`src/rtl/vga_timing_gen.sv`:
```
// -----------------------------------------------------------------------------
// vga_timing_gen
// Parametrised VGA raster timing generator. A clock divider produces the
// pixel tick; horizontal/vertical counters walk the raster using an active
// timing set that can be reloaded at run time (applied only when the raster
// wraps to (0,0)). All raster outputs are registered and always agree with
// the current hpos/vpos.
//
// Ports:
//   clk, reset            system clock, asynchronous active-high reset
//   en                    global advance enable (gates the divider)
//   cfg_valid/cfg_ready   reload handshake for the cfg_* timing fields
//   cfg_h_*, cfg_v_*      offered horizontal/vertical timing fields
//   cfg_err               one-cycle pulse: offered timing rejected (oversize)
//   irq_line, irq_clr     raster interrupt line select and clear
//   pix_tick              combinational: counters advance this cycle
//   hpos, vpos            registered raster position
//   hsync, vsync          registered syncs, polarity set by *_POL
//   display_on            registered visible-area flag
//   line_start            one-cycle strobe with each new line (hpos=0)
//   frame_start           one-cycle strobe with each new frame (0,0)
//   irq                   sticky raster interrupt
// -----------------------------------------------------------------------------
module vga_timing_gen #(
  parameter int   H_BITS    = 10,
  parameter int   V_BITS    = 10,
  parameter int   CLK_DIV   = 1,
  parameter logic HSYNC_POL = 1'b0,
  parameter logic VSYNC_POL = 1'b0,
  parameter int   H_DISPLAY = 640,
  parameter int   H_FRONT   = 16,
  parameter int   H_SYNC    = 96,
  parameter int   H_BACK    = 48,
  parameter int   V_DISPLAY = 480,
  parameter int   V_BOTTOM  = 10,
  parameter int   V_SYNC    = 2,
  parameter int   V_TOP     = 33
) (
  input  logic              clk,
  input  logic              reset,
  input  logic              en,
  input  logic              cfg_valid,
  output logic              cfg_ready,
  input  logic [H_BITS-1:0] cfg_h_display,
  input  logic [H_BITS-1:0] cfg_h_front,
  input  logic [H_BITS-1:0] cfg_h_sync,
  input  logic [H_BITS-1:0] cfg_h_back,
  input  logic [V_BITS-1:0] cfg_v_display,
  input  logic [V_BITS-1:0] cfg_v_bottom,
  input  logic [V_BITS-1:0] cfg_v_sync,
  input  logic [V_BITS-1:0] cfg_v_top,
  output logic              cfg_err,
  input  logic [V_BITS-1:0] irq_line,
  input  logic              irq_clr,
  output logic              pix_tick,
  output logic [H_BITS-1:0] hpos,
  output logic [V_BITS-1:0] vpos,
  output logic              hsync,
  output logic              vsync,
  output logic              display_on,
  output logic              line_start,
  output logic              frame_start,
  output logic              irq
);

  // Sums of four fields need two extra bits so oversize configs are visible.
  localparam int HW    = H_BITS + 2;
  localparam int VW    = V_BITS + 2;
  localparam int DIV_W = (CLK_DIV > 1) ? $clog2(CLK_DIV) : 1;

  localparam logic [DIV_W-1:0]  DIV_MAX = DIV_W'(CLK_DIV - 1);
  localparam logic [HW-1:0]     H_LIMIT = {2'b01, {H_BITS{1'b0}}};
  localparam logic [VW-1:0]     V_LIMIT = {2'b01, {V_BITS{1'b0}}};
  localparam logic [H_BITS-1:0] H_ONE   = H_BITS'(1);
  localparam logic [V_BITS-1:0] V_ONE   = V_BITS'(1);

  localparam logic [H_BITS-1:0] P_H_DISP  = H_BITS'(H_DISPLAY);
  localparam logic [H_BITS-1:0] P_H_FRONT = H_BITS'(H_FRONT);
  localparam logic [H_BITS-1:0] P_H_SYNC  = H_BITS'(H_SYNC);
  localparam logic [H_BITS-1:0] P_H_BACK  = H_BITS'(H_BACK);
  localparam logic [V_BITS-1:0] P_V_DISP  = V_BITS'(V_DISPLAY);
  localparam logic [V_BITS-1:0] P_V_BOT   = V_BITS'(V_BOTTOM);
  localparam logic [V_BITS-1:0] P_V_SYNC  = V_BITS'(V_SYNC);
  localparam logic [V_BITS-1:0] P_V_TOP   = V_BITS'(V_TOP);

  // Zero-valued fields would collapse a region; treat them as length 1.
  function automatic logic [H_BITS-1:0] h_fix(input logic [H_BITS-1:0] x);
    h_fix = (x == {H_BITS{1'b0}}) ? H_ONE : x;
  endfunction

  function automatic logic [V_BITS-1:0] v_fix(input logic [V_BITS-1:0] x);
    v_fix = (x == {V_BITS{1'b0}}) ? V_ONE : x;
  endfunction

  function automatic logic [HW-1:0] h_sum(input logic [H_BITS-1:0] a, b, c, d);
    h_sum = {2'b00, a} + {2'b00, b} + {2'b00, c} + {2'b00, d};
  endfunction

  function automatic logic [VW-1:0] v_sum(input logic [V_BITS-1:0] a, b, c, d);
    v_sum = {2'b00, a} + {2'b00, b} + {2'b00, c} + {2'b00, d};
  endfunction

  // Sync window is [d+f, d+f+s-1]; s is never 0 so the window is non-empty.
  function automatic logic h_in_sync(input logic [H_BITS-1:0] pos, d, f, s);
    logic [HW-1:0] lo;
    logic [HW-1:0] hi;
    lo = {2'b00, d} + {2'b00, f};
    hi = lo + {2'b00, s} - HW'(1);
    h_in_sync = ({2'b00, pos} >= lo) && ({2'b00, pos} <= hi);
  endfunction

  function automatic logic v_in_sync(input logic [V_BITS-1:0] pos, d, f, s);
    logic [VW-1:0] lo;
    logic [VW-1:0] hi;
    lo = {2'b00, d} + {2'b00, f};
    hi = lo + {2'b00, s} - VW'(1);
    v_in_sync = ({2'b00, pos} >= lo) && ({2'b00, pos} <= hi);
  endfunction

  logic [DIV_W-1:0]  r_div_cnt;
  logic [H_BITS-1:0] r_h_disp, r_h_front, r_h_sync, r_h_back;
  logic [V_BITS-1:0] r_v_disp, r_v_bot, r_v_sync, r_v_top;
  logic [H_BITS-1:0] r_sh_h_disp, r_sh_h_front, r_sh_h_sync, r_sh_h_back;
  logic [V_BITS-1:0] r_sh_v_disp, r_sh_v_bot, r_sh_v_sync, r_sh_v_top;
  logic              r_cfg_ready, r_cfg_err;
  logic [H_BITS-1:0] r_hpos;
  logic [V_BITS-1:0] r_vpos;
  logic              r_hsync, r_vsync, r_display_on;
  logic              r_line_start, r_frame_start, r_irq;

  logic              w_tick;
  logic [HW-1:0]     w_h_max;
  logic [VW-1:0]     w_v_max;
  logic              w_h_wrap, w_v_wrap, w_line_wrap, w_frame_wrap, w_load;
  logic [H_BITS-1:0] w_nx_hpos;
  logic [V_BITS-1:0] w_nx_vpos;
  logic [H_BITS-1:0] w_t_h_disp, w_t_h_front, w_t_h_sync;
  logic [V_BITS-1:0] w_t_v_disp, w_t_v_bot, w_t_v_sync;
  logic              w_nx_hsync, w_nx_vsync, w_nx_display_on;
  logic [H_BITS-1:0] w_c_h_disp, w_c_h_front, w_c_h_sync, w_c_h_back;
  logic [V_BITS-1:0] w_c_v_disp, w_c_v_bot, w_c_v_sync, w_c_v_top;
  logic              w_cfg_take, w_cfg_bad, w_irq_set;

  assign w_tick = en && (r_div_cnt == DIV_MAX);

  assign w_h_max  = h_sum(r_h_disp, r_h_front, r_h_sync, r_h_back) - HW'(1);
  assign w_v_max  = v_sum(r_v_disp, r_v_bot, r_v_sync, r_v_top) - VW'(1);
  assign w_h_wrap = ({2'b00, r_hpos} == w_h_max);
  assign w_v_wrap = ({2'b00, r_vpos} == w_v_max);

  assign w_line_wrap  = w_tick && w_h_wrap;
  assign w_frame_wrap = w_line_wrap && w_v_wrap;
  // A pending shadow exists exactly when cfg_ready is low.
  assign w_load       = w_frame_wrap && !r_cfg_ready;

  assign w_nx_hpos = w_h_wrap ? {H_BITS{1'b0}} : (r_hpos + H_ONE);
  assign w_nx_vpos = !w_h_wrap ? r_vpos :
                     (w_v_wrap ? {V_BITS{1'b0}} : (r_vpos + V_ONE));

  // Outputs for the new position use the timing that will be active then,
  // so the wrap tick that loads the shadow already sees the new fields.
  assign w_t_h_disp  = w_load ? r_sh_h_disp  : r_h_disp;
  assign w_t_h_front = w_load ? r_sh_h_front : r_h_front;
  assign w_t_h_sync  = w_load ? r_sh_h_sync  : r_h_sync;
  assign w_t_v_disp  = w_load ? r_sh_v_disp  : r_v_disp;
  assign w_t_v_bot   = w_load ? r_sh_v_bot   : r_v_bot;
  assign w_t_v_sync  = w_load ? r_sh_v_sync  : r_v_sync;

  assign w_nx_hsync = h_in_sync(w_nx_hpos, w_t_h_disp, w_t_h_front, w_t_h_sync)
                      ? HSYNC_POL : ~HSYNC_POL;
  assign w_nx_vsync = v_in_sync(w_nx_vpos, w_t_v_disp, w_t_v_bot, w_t_v_sync)
                      ? VSYNC_POL : ~VSYNC_POL;
  assign w_nx_display_on = (w_nx_hpos < w_t_h_disp) && (w_nx_vpos < w_t_v_disp);

  assign w_c_h_disp  = h_fix(cfg_h_display);
  assign w_c_h_front = h_fix(cfg_h_front);
  assign w_c_h_sync  = h_fix(cfg_h_sync);
  assign w_c_h_back  = h_fix(cfg_h_back);
  assign w_c_v_disp  = v_fix(cfg_v_display);
  assign w_c_v_bot   = v_fix(cfg_v_bottom);
  assign w_c_v_sync  = v_fix(cfg_v_sync);
  assign w_c_v_top   = v_fix(cfg_v_top);

  assign w_cfg_take = cfg_valid && r_cfg_ready;
  assign w_cfg_bad  = (h_sum(w_c_h_disp, w_c_h_front, w_c_h_sync, w_c_h_back) > H_LIMIT) ||
                      (v_sum(w_c_v_disp, w_c_v_bot, w_c_v_sync, w_c_v_top) > V_LIMIT);

  // irq is registered on the same edge as line_start, so it rises with it.
  assign w_irq_set = w_line_wrap && (w_nx_vpos == irq_line);

  // Pixel-clock divider, advancing only on enabled cycles.
  always_ff @(posedge clk or posedge reset) begin
    if (reset) begin
      r_div_cnt <= {DIV_W{1'b0}};
    end else if (en) begin
      r_div_cnt <= (r_div_cnt == DIV_MAX) ? {DIV_W{1'b0}} : (r_div_cnt + DIV_W'(1));
    end
  end

  // Active/shadow timing and the reload handshake.
  always_ff @(posedge clk or posedge reset) begin
    if (reset) begin
      r_h_disp     <= P_H_DISP;
      r_h_front    <= P_H_FRONT;
      r_h_sync     <= P_H_SYNC;
      r_h_back     <= P_H_BACK;
      r_v_disp     <= P_V_DISP;
      r_v_bot      <= P_V_BOT;
      r_v_sync     <= P_V_SYNC;
      r_v_top      <= P_V_TOP;
      r_sh_h_disp  <= P_H_DISP;
      r_sh_h_front <= P_H_FRONT;
      r_sh_h_sync  <= P_H_SYNC;
      r_sh_h_back  <= P_H_BACK;
      r_sh_v_disp  <= P_V_DISP;
      r_sh_v_bot   <= P_V_BOT;
      r_sh_v_sync  <= P_V_SYNC;
      r_sh_v_top   <= P_V_TOP;
      r_cfg_ready  <= 1'b1;
      r_cfg_err    <= 1'b0;
    end else begin
      r_cfg_err <= w_cfg_take && w_cfg_bad;
      if (w_cfg_take && !w_cfg_bad) begin
        r_sh_h_disp  <= w_c_h_disp;
        r_sh_h_front <= w_c_h_front;
        r_sh_h_sync  <= w_c_h_sync;
        r_sh_h_back  <= w_c_h_back;
        r_sh_v_disp  <= w_c_v_disp;
        r_sh_v_bot   <= w_c_v_bot;
        r_sh_v_sync  <= w_c_v_sync;
        r_sh_v_top   <= w_c_v_top;
        r_cfg_ready  <= 1'b0;
      end else if (w_load) begin
        r_h_disp    <= r_sh_h_disp;
        r_h_front   <= r_sh_h_front;
        r_h_sync    <= r_sh_h_sync;
        r_h_back    <= r_sh_h_back;
        r_v_disp    <= r_sh_v_disp;
        r_v_bot     <= r_sh_v_bot;
        r_v_sync    <= r_sh_v_sync;
        r_v_top     <= r_sh_v_top;
        r_cfg_ready <= 1'b1;
      end
    end
  end

  // Raster counters, derived outputs and strobes.
  always_ff @(posedge clk or posedge reset) begin
    if (reset) begin
      r_hpos        <= {H_BITS{1'b0}};
      r_vpos        <= {V_BITS{1'b0}};
      r_hsync       <= ~HSYNC_POL;
      r_vsync       <= ~VSYNC_POL;
      r_display_on  <= 1'b1;
      r_line_start  <= 1'b0;
      r_frame_start <= 1'b0;
    end else begin
      r_line_start  <= w_line_wrap;
      r_frame_start <= w_frame_wrap;
      if (w_tick) begin
        r_hpos       <= w_nx_hpos;
        r_vpos       <= w_nx_vpos;
        r_hsync      <= w_nx_hsync;
        r_vsync      <= w_nx_vsync;
        r_display_on <= w_nx_display_on;
      end
    end
  end

  // Sticky raster interrupt; a set beats a simultaneous clear.
  always_ff @(posedge clk or posedge reset) begin
    if (reset) begin
      r_irq <= 1'b0;
    end else if (w_irq_set) begin
      r_irq <= 1'b1;
    end else if (irq_clr) begin
      r_irq <= 1'b0;
    end
  end

  assign pix_tick    = w_tick;
  assign cfg_ready   = r_cfg_ready;
  assign cfg_err     = r_cfg_err;
  assign hpos        = r_hpos;
  assign vpos        = r_vpos;
  assign hsync       = r_hsync;
  assign vsync       = r_vsync;
  assign display_on  = r_display_on;
  assign line_start  = r_line_start;
  assign frame_start = r_frame_start;
  assign irq         = r_irq;

endmodule

```
`config.mk`:
```
export PLATFORM = sky130hd
export DESIGN_NAME = vga_timing_gen
export DESIGN_NICKNAME = d
export VERILOG_FILES = /design/src/rtl/vga_timing_gen.sv
export SDC_FILE = /design/constraint.sdc
export NUM_CORES = 1
export LEC_CHECK = 0
export ABC_CLOCK_PERIOD_IN_PS = 13000
export BUFFER_PORTS_ARGS = -buffer_cell sky130_fd_sc_hd__buf_2
export CAP_MARGIN = 25
export CORE_MARGIN = 2
export CORE_UTILIZATION = 51
export CTS_CLUSTER_DIAMETER = 120
export DETAILED_ROUTE_END_ITERATION = 10
export GPL_ROUTABILITY_DRIVEN = 1
export PLACE_DENSITY = 0.7
export SYNTH_ARGS = -nofsm -noshare
export SYNTH_HDL_FRONTEND = slang
export SYNTH_SLANG_ARGS = --single-unit
```
`constraint.sdc`:
```
create_clock -name clk -period 13 [get_ports clk]
set_input_delay 1.95 -clock clk [delete_from_list [all_inputs] [get_ports clk]]
set_output_delay 1.95 -clock clk [all_outputs]
set_load 0.005 [all_outputs]
```
==> metrics.txt <==
status=completed; fmax=approximately 0.1 GHz; NetSw=between 800 and 900 uW; post-synthesis adder-cell area fraction=about a quarter; Starting Density=just over 50%; Cells after Synth=approximately 1,600; worst clock skew=about 0.016 ns; WL met3=approximately 1600 um; Critical Path End Type=flop; Seq cells post-synth=188; All-Layer GR Usage=23.52%; slowest CP cell=nor3_2; WL per Instance=17.67 um; min-delay worst type=reg -> reg; Lkg Pwr=8.524 nW; CTS tree=done; RSZ-0062 raised after global routing=no; number of clock sinks=~190; Setup TNS=0 ns; Die X=approximately 180 um; xor and xnor area share after synthesis=about 5.2%; initial antenna violation count=0; # hold bufs at CTS=0; WP data required=~13 ns; chip height=around 180 um; Clock Power Share=between 20% and 30%; core area=~0.031 mm2; delay-heaviest family, CP=simple AND/OR/NAND/NOR gates; Clock Pin Slew Worst Setup and Hold Paths=0.09 ns; routability cong.=roughly 0.9; post-DP HPWL=29,950 um; DR vias/cell=5.596; crit path time final=approximately 10 ns; drt total wl=~37,000 um; area leader, netlist=dfrtp_1; Crit Path Class=reg -> reg; worst-margin pin slew=between 0.9 and 1 ns; final slew viol count=0; Synth Area in Compound Gates=between 10% and 20%; Async SR Flop Fraction=100.0%; synthesized cell area=roughly 0.016 mm2; post-synthesis cell type count=79; Detail Route Antenna Nets=0; top_reg_cell synth=dfrtp_1; number of global-route vias before repair=between 10,000 and 15,000; CTS Buffer Depth=2; Mapped Avg Cell Area=roughly 9.6 um2; Synth area leaders=dfrtp_1 24%, ha_1 14%, fa_1 10%, mux2_2 8.4%, dfstp_2 6.0%; I/O pin cnt=124; switching part of the total power=approximately 39%; yosys warns=0; # DRC=0; Root Driver=clkbuf_16; clock latency on the worst-skew pair=0.46 ns; Net Count, Synth=1,991; Pint=between 1 and 1.5 mW; top sig layer=met4; simple-gate portion of the synthesized area=10.55%; Crit Path Max Fanout=81; maximum vdd drop=0.09671 mV; WP data arrival=about 11 ns; largest stage delay on the critical path=roughly 0.79 ns; first-pass GRT wire length=between 60,000 and 70,000 um; PostCTS Resize Cnt=0; relative slew slack=35.30%; Hold Violations, Final=0; post-synthesis mux area share=under 10%; # diodes=0; max-cap violation count=0; Site Rows=64; CTS Buf Count=17; Setup violations, final=0; Detailed Routing Iterations Pass 1=7; largest family of logic cells by synthesized area=adder cells; Routed met1 length=roughly 19,000 um; setup bufs post-CTS=0; Seq/Total Area, Yosys=a little under a third; fraction of layout cells with a size suffix above 1=around a fifth; Power Density=roughly 130 mW/mm2; sequential power share=between 20 and 30%; PnR worst setup slack=2.868 ns; Post-synth EDFFs=0; I/O Buffers=123; Final Cycle Share=77.94%; DIE AREA=roughly 0.032 mm2; Starting DRT DRC Count=just under 800; post-synth top area share=between 20 and 25%; met2 WL=around 16,000 um; NumNets Final=just over 2,000; Congestion Overflow GR=0; pre-CTS setup slack=between 2 and 3 ns; largest net degree at the start of global routing=118; worst path bufs/invs=3; via count=approximately 12,000; CTS H-tree lvls=4; crit start category=flop; area grow syn2layout=8.845%; combinational share of power=between 40% and 50%
## worst register-to-register path: cells and delay by family (launching register included)
kind | cells | cell delay [ns]
flops | 1 | 0.52
xor+xnor | 4 | 0.87
simple gates | 10 | 3.00
fa+ha+maj | 7 | 2.71
compound gates | 15 | 2.47
buf+inv | 3 | 0.48
## worst paths after layout
path                             startpoint              to  slack (ns)  depth (start not counted)
worst min register to register   display_on      display_on        0.49                          2
max in group asynchronous             reset  r_sh_h_back[7]        9.87                          3
worst max-delay path            r_v_disp[8]           hsync        2.87                         39
worst max register to register  r_v_disp[8]           hsync        2.87                         39
min in group asynchronous             reset   r_sh_v_top[2]        1.67                          2
worst min-delay path             display_on      display_on        0.49                          2
## power by group through the flow
stage / combinational (mW) / sequential, mW / clock (mW)
after floorplan: 0.755 / 0.647 / 0
after global placement: 0.964 / 0.653 / 0
after detailed placement: 0.994 / 0.654 / 0
after CTS: 1.00 / 0.642 / 0.550
after global routing: 1.14 / 0.647 / 0.574
final: 1.00 / 0.642 / 0.542
## metal layers
metal  global-route usage (%)  vias up
met5                        0        -
met4                    7.024        0
met3                    2.391       47
met2                    33.87      301
met1                    37.15     5728
li1                         -     5648
## layout by cell type, fill, tap and decap left out, drive strengths merged, types with 33 or more instances in the layout
master	n
a21oi	64
buf	131
dfrtp	152
dfstp	36
fa	82
ha	170
inv	224
mux2	117
nand2	106
nor2	53
o21ai	136
xnor2	58
xor2	33
## cell type report
class                      instances  area, um2
multi-input combinational       1129       9759
fill                            2690      13370
inverter                         219      829.5
clock inverter                    13      151.4
clock buffer                      19      442.9
tap                              396      495.5
sequential                       188       4750
timing repair buffer             131      708.2
## synthesized netlist by cell type, drive strengths merged, types with 15 or more instances
cell / number
nor2: 53
xor2: 33
nand3: 29
o21ai: 136
nor3: 24
mux2: 117
nand2b: 16
xnor2: 58
inv: 217
nand2: 106
nor2b: 17
clkbuf: 98
fa: 82
mux2i: 15
a21oi: 64
dfrtp: 152
dfstp: 36
ha: 170
a21o: 31
## logic make-up after synthesis
logic type / count (synthesis)
xor gates and xnor gates: 92
and+or+nand+nor: 324
adders and majority gates: 261
DFF: 188
muxes: 132
buffers and inverters: 327
AOI/OAI and AO/OA: 320
## through the flow
| stage | hold WS [ns] | cells | area [um2] | power (mW) | util (%) |
|---|---|---|---|---|---|
| floorplan | 0.4444 | 1644 | 15740 | 1.403 | - |
| global placement | 0.4674 | 2062 | 16510 | 1.617 | 54.13 |
| detailed placement | 0.4751 | 2062 | 16510 | 1.648 | 54.13 |
| CTS | 0.4937 | 2094 | 17110 | 2.196 | 56.08 |
| global route | 0.5118 | 2095 | 17140 | 2.361 | 56.17 |
| finish | 0.4921 | 2095 | 17140 | 2.189 | 56.17 |
(Power assumes the default switching activity.)
